--- src/rtl/exc_entry_ctrl.sv ---
// exc_entry_ctrl: exception entry/return sequencer.
// Accepts abort/FIQ/IRQ/undefined/SWI requests in IDLE, switches processor
// mode, banks {M,I,F} into the target mode's SPSR, writes the return
// address to LR (r14), then loads the exception vector into the PC.
// Exc_Ret restores {M,I,F} from the current mode's SPSR and loads Ret_PC.
//
// Build option: define EXC_FIQ_EN to implement the FIQ path. When it is
// undefined, Fiq is ignored, no fiq SPSR exists and F_Mask is fixed at 1.

module exc_entry_ctrl #(
    parameter int SIZE = 32,
    parameter int ADDR = 4
) (
    input  logic            Clk,
    input  logic            Clr_n,
    input  logic            Irq,
    input  logic            Fiq,
    input  logic            Und,
    input  logic            Swi,
    input  logic            Abt_D,
    input  logic            Exc_Ret,
    input  logic [SIZE-1:0] PC_Cur,
    input  logic [SIZE-1:0] Ret_PC,
    output logic [4:0]      M,
    output logic            I_Mask,
    output logic            F_Mask,
    output logic            Write_Reg,
    output logic [ADDR-1:0] W_Addr,
    output logic [SIZE-1:0] W_Data,
    output logic            Write_PC,
    output logic [SIZE-1:0] PC_New,
    output logic            Busy,
    output logic            Exc_Ack
);

    localparam logic [4:0] MODE_USR = 5'b10000;
    localparam logic [4:0] MODE_IRQ = 5'b10010;
    localparam logic [4:0] MODE_SVC = 5'b10011;
    localparam logic [4:0] MODE_ABT = 5'b10111;
    localparam logic [4:0] MODE_UND = 5'b11011;
    localparam logic [4:0] MODE_SYS = 5'b11111;
`ifdef EXC_FIQ_EN
    localparam logic [4:0] MODE_FIQ = 5'b10001;
`endif

    typedef enum logic [2:0] {
        IDLE,
        SW_MODE,
        WR_LR,
        WR_PC,
        RET
    } state_t;

    state_t          state;
    logic [SIZE-1:0] ret_q;
    logic [SIZE-1:0] vec_q;

    // Banked SPSRs, each holding {M[4:0], I, F}
    logic [6:0]      spsr_svc;
    logic [6:0]      spsr_abt;
    logic [6:0]      spsr_und;
    logic [6:0]      spsr_irq;
`ifdef EXC_FIQ_EN
    logic [6:0]      spsr_fiq;
    logic            f_q;
`endif

    // Request decode results
    logic            acc;
    logic [4:0]      tgt_mode;
    logic [SIZE-1:0] tgt_vec;
    logic [SIZE-1:0] ret_addr;
    logic            fiq_req;
    logic            ret_ok;
    logic [6:0]      spsr_rd;

`ifdef EXC_FIQ_EN
    assign F_Mask  = f_q;
    assign fiq_req = Fiq & ~f_q;
`else
    logic unused_fiq;
    assign F_Mask     = 1'b1;
    assign fiq_req    = 1'b0;
    assign unused_fiq = Fiq ^ spsr_rd[0];
`endif

    // Prioritised request selection: Abt_D > Fiq > Irq > Und > Swi
    always_comb begin
        acc      = 1'b1;
        tgt_mode = MODE_SVC;
        tgt_vec  = '0;
        ret_addr = PC_Cur + SIZE'(4);
        if (Abt_D) begin
            tgt_mode = MODE_ABT;
            tgt_vec  = SIZE'(8'h10);
            ret_addr = PC_Cur + SIZE'(8);
        end else if (fiq_req) begin
`ifdef EXC_FIQ_EN
            tgt_mode = MODE_FIQ;
            tgt_vec  = SIZE'(8'h1C);
`endif
        end else if (Irq && !I_Mask) begin
            tgt_mode = MODE_IRQ;
            tgt_vec  = SIZE'(8'h18);
        end else if (Und) begin
            tgt_mode = MODE_UND;
            tgt_vec  = SIZE'(8'h04);
        end else if (Swi) begin
            tgt_mode = MODE_SVC;
            tgt_vec  = SIZE'(8'h08);
        end else begin
            acc = 1'b0;
        end
    end

    // SPSR of the current mode; modes without a bank read as zero
    always_comb begin
        spsr_rd = '0;
        case (M)
            MODE_SVC: spsr_rd = spsr_svc;
            MODE_ABT: spsr_rd = spsr_abt;
            MODE_UND: spsr_rd = spsr_und;
            MODE_IRQ: spsr_rd = spsr_irq;
`ifdef EXC_FIQ_EN
            MODE_FIQ: spsr_rd = spsr_fiq;
`endif
            default:  spsr_rd = '0;
        endcase
    end

    assign ret_ok = Exc_Ret && (M != MODE_USR) && (M != MODE_SYS);

    // Sequencer FSM with registered strobes, mode and mask bits
    always_ff @(posedge Clk) begin
        if (!Clr_n) begin
            state     <= IDLE;
            M         <= MODE_SVC;
            I_Mask    <= 1'b1;
`ifdef EXC_FIQ_EN
            f_q       <= 1'b1;
            spsr_fiq  <= '0;
`endif
            spsr_svc  <= '0;
            spsr_abt  <= '0;
            spsr_und  <= '0;
            spsr_irq  <= '0;
            ret_q     <= '0;
            vec_q     <= '0;
            Busy      <= 1'b0;
            Write_Reg <= 1'b0;
            W_Addr    <= '0;
            W_Data    <= '0;
            Write_PC  <= 1'b0;
            PC_New    <= '0;
            Exc_Ack   <= 1'b0;
        end else begin
            // Strobes and their data default low so each lasts one cycle
            Write_Reg <= 1'b0;
            W_Addr    <= '0;
            W_Data    <= '0;
            Write_PC  <= 1'b0;
            PC_New    <= '0;
            Exc_Ack   <= 1'b0;
            case (state)
                IDLE: begin
                    if (acc) begin
                        case (tgt_mode)
                            MODE_ABT: spsr_abt <= {M, I_Mask, F_Mask};
                            MODE_IRQ: spsr_irq <= {M, I_Mask, F_Mask};
                            MODE_UND: spsr_und <= {M, I_Mask, F_Mask};
`ifdef EXC_FIQ_EN
                            MODE_FIQ: spsr_fiq <= {M, I_Mask, F_Mask};
`endif
                            default:  spsr_svc <= {M, I_Mask, F_Mask};
                        endcase
                        M      <= tgt_mode;
                        I_Mask <= 1'b1;
`ifdef EXC_FIQ_EN
                        if (tgt_mode == MODE_FIQ) begin
                            f_q <= 1'b1;
                        end
`endif
                        ret_q  <= ret_addr;
                        vec_q  <= tgt_vec;
                        Busy   <= 1'b1;
                        state  <= SW_MODE;
                    end else if (ret_ok) begin
                        // Restore lands on the same edge the PC strobe rises
                        M        <= spsr_rd[6:2];
                        I_Mask   <= spsr_rd[1];
`ifdef EXC_FIQ_EN
                        f_q      <= spsr_rd[0];
`endif
                        Write_PC <= 1'b1;
                        PC_New   <= Ret_PC;
                        Busy     <= 1'b1;
                        state    <= RET;
                    end
                end
                SW_MODE: begin
                    Write_Reg <= 1'b1;
                    W_Addr    <= ADDR'(14);
                    W_Data    <= ret_q;
                    state     <= WR_LR;
                end
                WR_LR: begin
                    Write_PC <= 1'b1;
                    PC_New   <= vec_q;
                    Exc_Ack  <= 1'b1;
                    state    <= WR_PC;
                end
                default: begin
                    Busy  <= 1'b0;
                    state <= IDLE;
                end
            endcase
        end
    end

endmodule

--- config.mk ---
export PLATFORM = sky130hd
export DESIGN_NAME = exc_entry_ctrl
export DESIGN_NICKNAME = d
export VERILOG_FILES = /design/src/rtl/exc_entry_ctrl.sv
export SDC_FILE = /design/constraint.sdc
export NUM_CORES = 1
export LEC_CHECK = 0
export BUFFER_PORTS_ARGS = -buffer_cell sky130_fd_sc_hd__buf_2
export CAP_MARGIN = 20
export CORE_MARGIN = 2
export CORE_UTILIZATION = 30
export DETAILED_ROUTE_END_ITERATION = 10
export RECOVER_POWER = 100
export SLEW_MARGIN = 20
export SYNTH_ARGS = -nofsm -noshare
export SYNTH_HDL_FRONTEND = slang
export SYNTH_SLANG_ARGS = --single-unit
export TNS_END_PERCENT = 30
--- constraint.sdc ---
create_clock -name Clk -period 1.6 [get_ports Clk]
set_input_delay 0.24 -clock Clk [delete_from_list [all_inputs] [get_ports Clk]]
set_output_delay 0.24 -clock Clk [all_outputs]
set_load 0.02 [all_outputs]
==> results.sh <==
export IMPL_register_area_um2=2730
export IMPL_synth_nets=609
export IMPL_failed_checks="negative setup slack"
export IMPL_start_util_pct=30.5
export IMPL_slew_limit_headroom_pct=60.1
export IMPL_multi_input_area_um2=2380
export IMPL_total_power_mw=8.93
export IMPL_required_ps=1930
export IMPL_ff2ff_setup_slack_ps=-10
export IMPL_grt_ovfl_total=0
export IMPL_netlist_instances=535
export IMPL_drc=0
export IMPL_clk_pin_slew_ps=60
export IMPL_rsz0062_at_grt="yes"
export IMPL_clk_latency_ps=420
export IMPL_cts_tree="done"
export IMPL_final_common_cell="dfxtp_1"
export IMPL_ys_warn_count=0
export IMPL_die_area_um2=18600
export IMPL_mostFrequentLayoutCells="dfxtp_1, buf_2, clkbuf_1"
export IMPL_maxCapViolCount=0
export IMPL_htree_levels=4
export IMPL_p_leak_nw=3.06
export IMPL_cts_root_buf="clkbuf_16"
export IMPL_synth_top_area_share_pct=51.9
export IMPL_crit_arrival_ps=1940
export IMPL_ys_async_sr_fraction_pct=0
export IMPL_antenna_found_initial=2
export IMPL_synth_seq_cells=136
export IMPL_ant_nets=0
export IMPL_status="complete, but fails checks"
export IMPL_vias=4353
export IMPL_n_antenna_cell=0
export IMPL_drt_iter0_markers=168
export IMPL_timing_setup_tns_ps=-14.1
export IMPL_cts_buffer_depth=2
export IMPL_cts_hold_buf=0
export IMPL_power_per_cell_area_nw_per_um2=1230
export IMPL_hold_ws_ps=18.4
export IMPL_io_buffers=147
export IMPL_synthDistinctLibCells=55
export IMPL_firstDrtPassIters=4
export IMPL_slew_viol_final=0
export IMPL_place_gp_congestion=0.844
export IMPL_max_freq_mhz=620
export IMPL_wl_um=13500
export IMPL_syn_area_per_cell_um2=9.80
export IMPL_period_needed_ps=1610
export IMPL_synth_compound_area_share_pct=11.5
export IMPL_io_pins=151
export IMPL_worst_pin_slew_ps=598
export IMPL_fin_skew_ps=10.7
export IMPL_cts_buffers=17
export IMPL_synth_top_cells_by_area="dfxtp_1, and2_1, mux2i_1"
export IMPL_worstSetupEndpointType="flop"
export IMPL_rows=48
export IMPL_grt_pass1_vias=4219
export IMPL_synth_edf_count=0
export IMPL_start_kind="flop"
export IMPL_track_usage_pct=14.8
export IMPL_syn_to_final_growth_pct=38.5
export IMPL_ys_flop_type="dfxtp_1"
export IMPL_setup_viol=1
export IMPL_grt_pass1_wl_um=21200
export IMPL_fillers=1713
export IMPL_yosysSeqAreaShare_pct=51.9
export IMPL_detail_route_wl_per_cell_um=13.8
export IMPL_clock_sinks=136
export IMPL_min_path_type="input pin to flop"
export IMPL_grt_max_degree=35
export IMPL_setup_ws_ps=-14.1
export IMPL_critPathKind="flop to flop"
export IMPL_core_area_um2=17200
export IMPL_yosys_area_top_type="dfxtp_1"
export IMPL_drive_gt1_share_pct=29.1
export IMPL_cp_max_fo=5
export IMPL_final_nets=810
export IMPL_ir_worst_vdd_uv=715
export IMPL_via_per_inst=4.47
export IMPL_die_h_um=136
export IMPL_hold_viol=0
export IMPL_synth_top_family_by_area="simple AND/OR/NAND/NOR gates"
export IMPL_yosys_area_share_simple_pct=21.7
export IMPL_synthMuxAreaShare_pct=5.34
export IMPL_syn_area_um2=5250
export IMPL_synth_adder_area_share_pct=0.477
export IMPL_finalCritPeriodShare_pct=101
export IMPL_synth_xor_area_share_pct=4.68
export IMPL_die_w_um=136
export IMPL_dpl_hpwl_um=9400
cell type report:
class / instances / area share, %
Multi-Input combinational cell: 359 / 32.8
Clock inverter: 12 / 2.39
Sequential cell: 136 / 37.6
Tap cell: 225 / 3.87
Inverter: 6 / 0.310
Timing Repair Buffer: 216 / 16.8
Clock buffer: 20 / 6.28
layer usage:
metal | vias to the layer above | GRT usage, % | wire length, um
li1 | 2235 | - | -
met1 | 1970 | 18.2 | 6100
met2 | 125 | 24.3 | 6230
met3 | 19 | 5.03 | 936
met4 | 4 | 5.27 | 189
met5 | - | 0 | 19
synthesized netlist by cell type, types with 2 or more instances:
cell type / number
a211oi_1: 5
a211oi_2: 10
a21oi_1: 28
a22o_1: 3
a31oi_1: 2
and2_1: 64
and3_1: 10
buf_1: 2
buf_2: 6
buf_4: 5
buf_6: 5
clkbuf_1: 16
clkbuf_2: 2
conb_1: 2
dfxtp_1: 136
ha_1: 2
inv_1: 6
mux2i_1: 28
nand2_1: 20
nand2b_1: 3
nand3_1: 18
nand4_1: 12
nand4b_1: 3
nor2_1: 53
nor2_2: 2
nor3_1: 5
nor3b_1: 3
nor4_1: 2
o21ai_0: 12
o21ai_1: 15
or2_2: 4
or3_1: 2
xnor2_1: 8
xor2_1: 20
registers in the layout (all words and copies together) (netlist names), 5 cells and up:
signal and count:
M 5, PC_New 32, W_Data 32, ret_q 32, spsr_abt 6, spsr_irq 6, spsr_svc 6, spsr_und 6
worst max-delay path, cell delays in order, from the launching register on:
cell and delay, ps:
dfxtp_1 350, or2_2 340, nor3_2 250, buf_4 170
a211oi_1 60, and3_1 180, o21ai_0 180
cell families after synthesis:
family,Yosys count
XOR/XNOR,28
multiplexers,28
flip-flops,136
AND/OR/NAND/NOR,208
adder cells (fa/ha/maj),2
buffers and inverters,42
other,2
AO/OA/AOI/OAI,89
path summary, 6_finish.rpt:
kind,startpoint,to,cells after the start
worst max-delay path,M[2],M[1],6
worst min-delay path,Ret_PC[28],PC_New[28],2
worst max register to register,M[2],M[1],6
worst min register to register,ret_q[0],ret_q[0],2
power breakdown:
group | internal [mW] | total, mW | switching, mW
logic | 0.481 | 1.11 | 0.629
registers | 3.58 | 3.68 | 0.0959
clock network | 2.68 | 4.14 | 1.45
total | 6.75 | 8.93 | 2.18
per-stage QoR:
stage,worst slack (ps),utilization [%],std cells,area [um2]
finish,-14.1,42.3,974,7270
global route,-66.0,42.3,974,7270
floorplan,-118,-,535,5270
detailed placement,-191,38.6,936,6640
global placement,-144,38.6,936,6640
CTS,-66.5,42.6,972,7320
what timing repair did:
| action | in CTS | in global routing |
|---|---|---|
| buffers inserted | 3 | 1 |
| pin swaps | 1 | 2 |
| setup endpoints to repair | 36 | 65 |
| gates resized for setup | 4 | 13 |
| gates cloned | 1 | 1 |
Power figures use the tool's default switching activity.
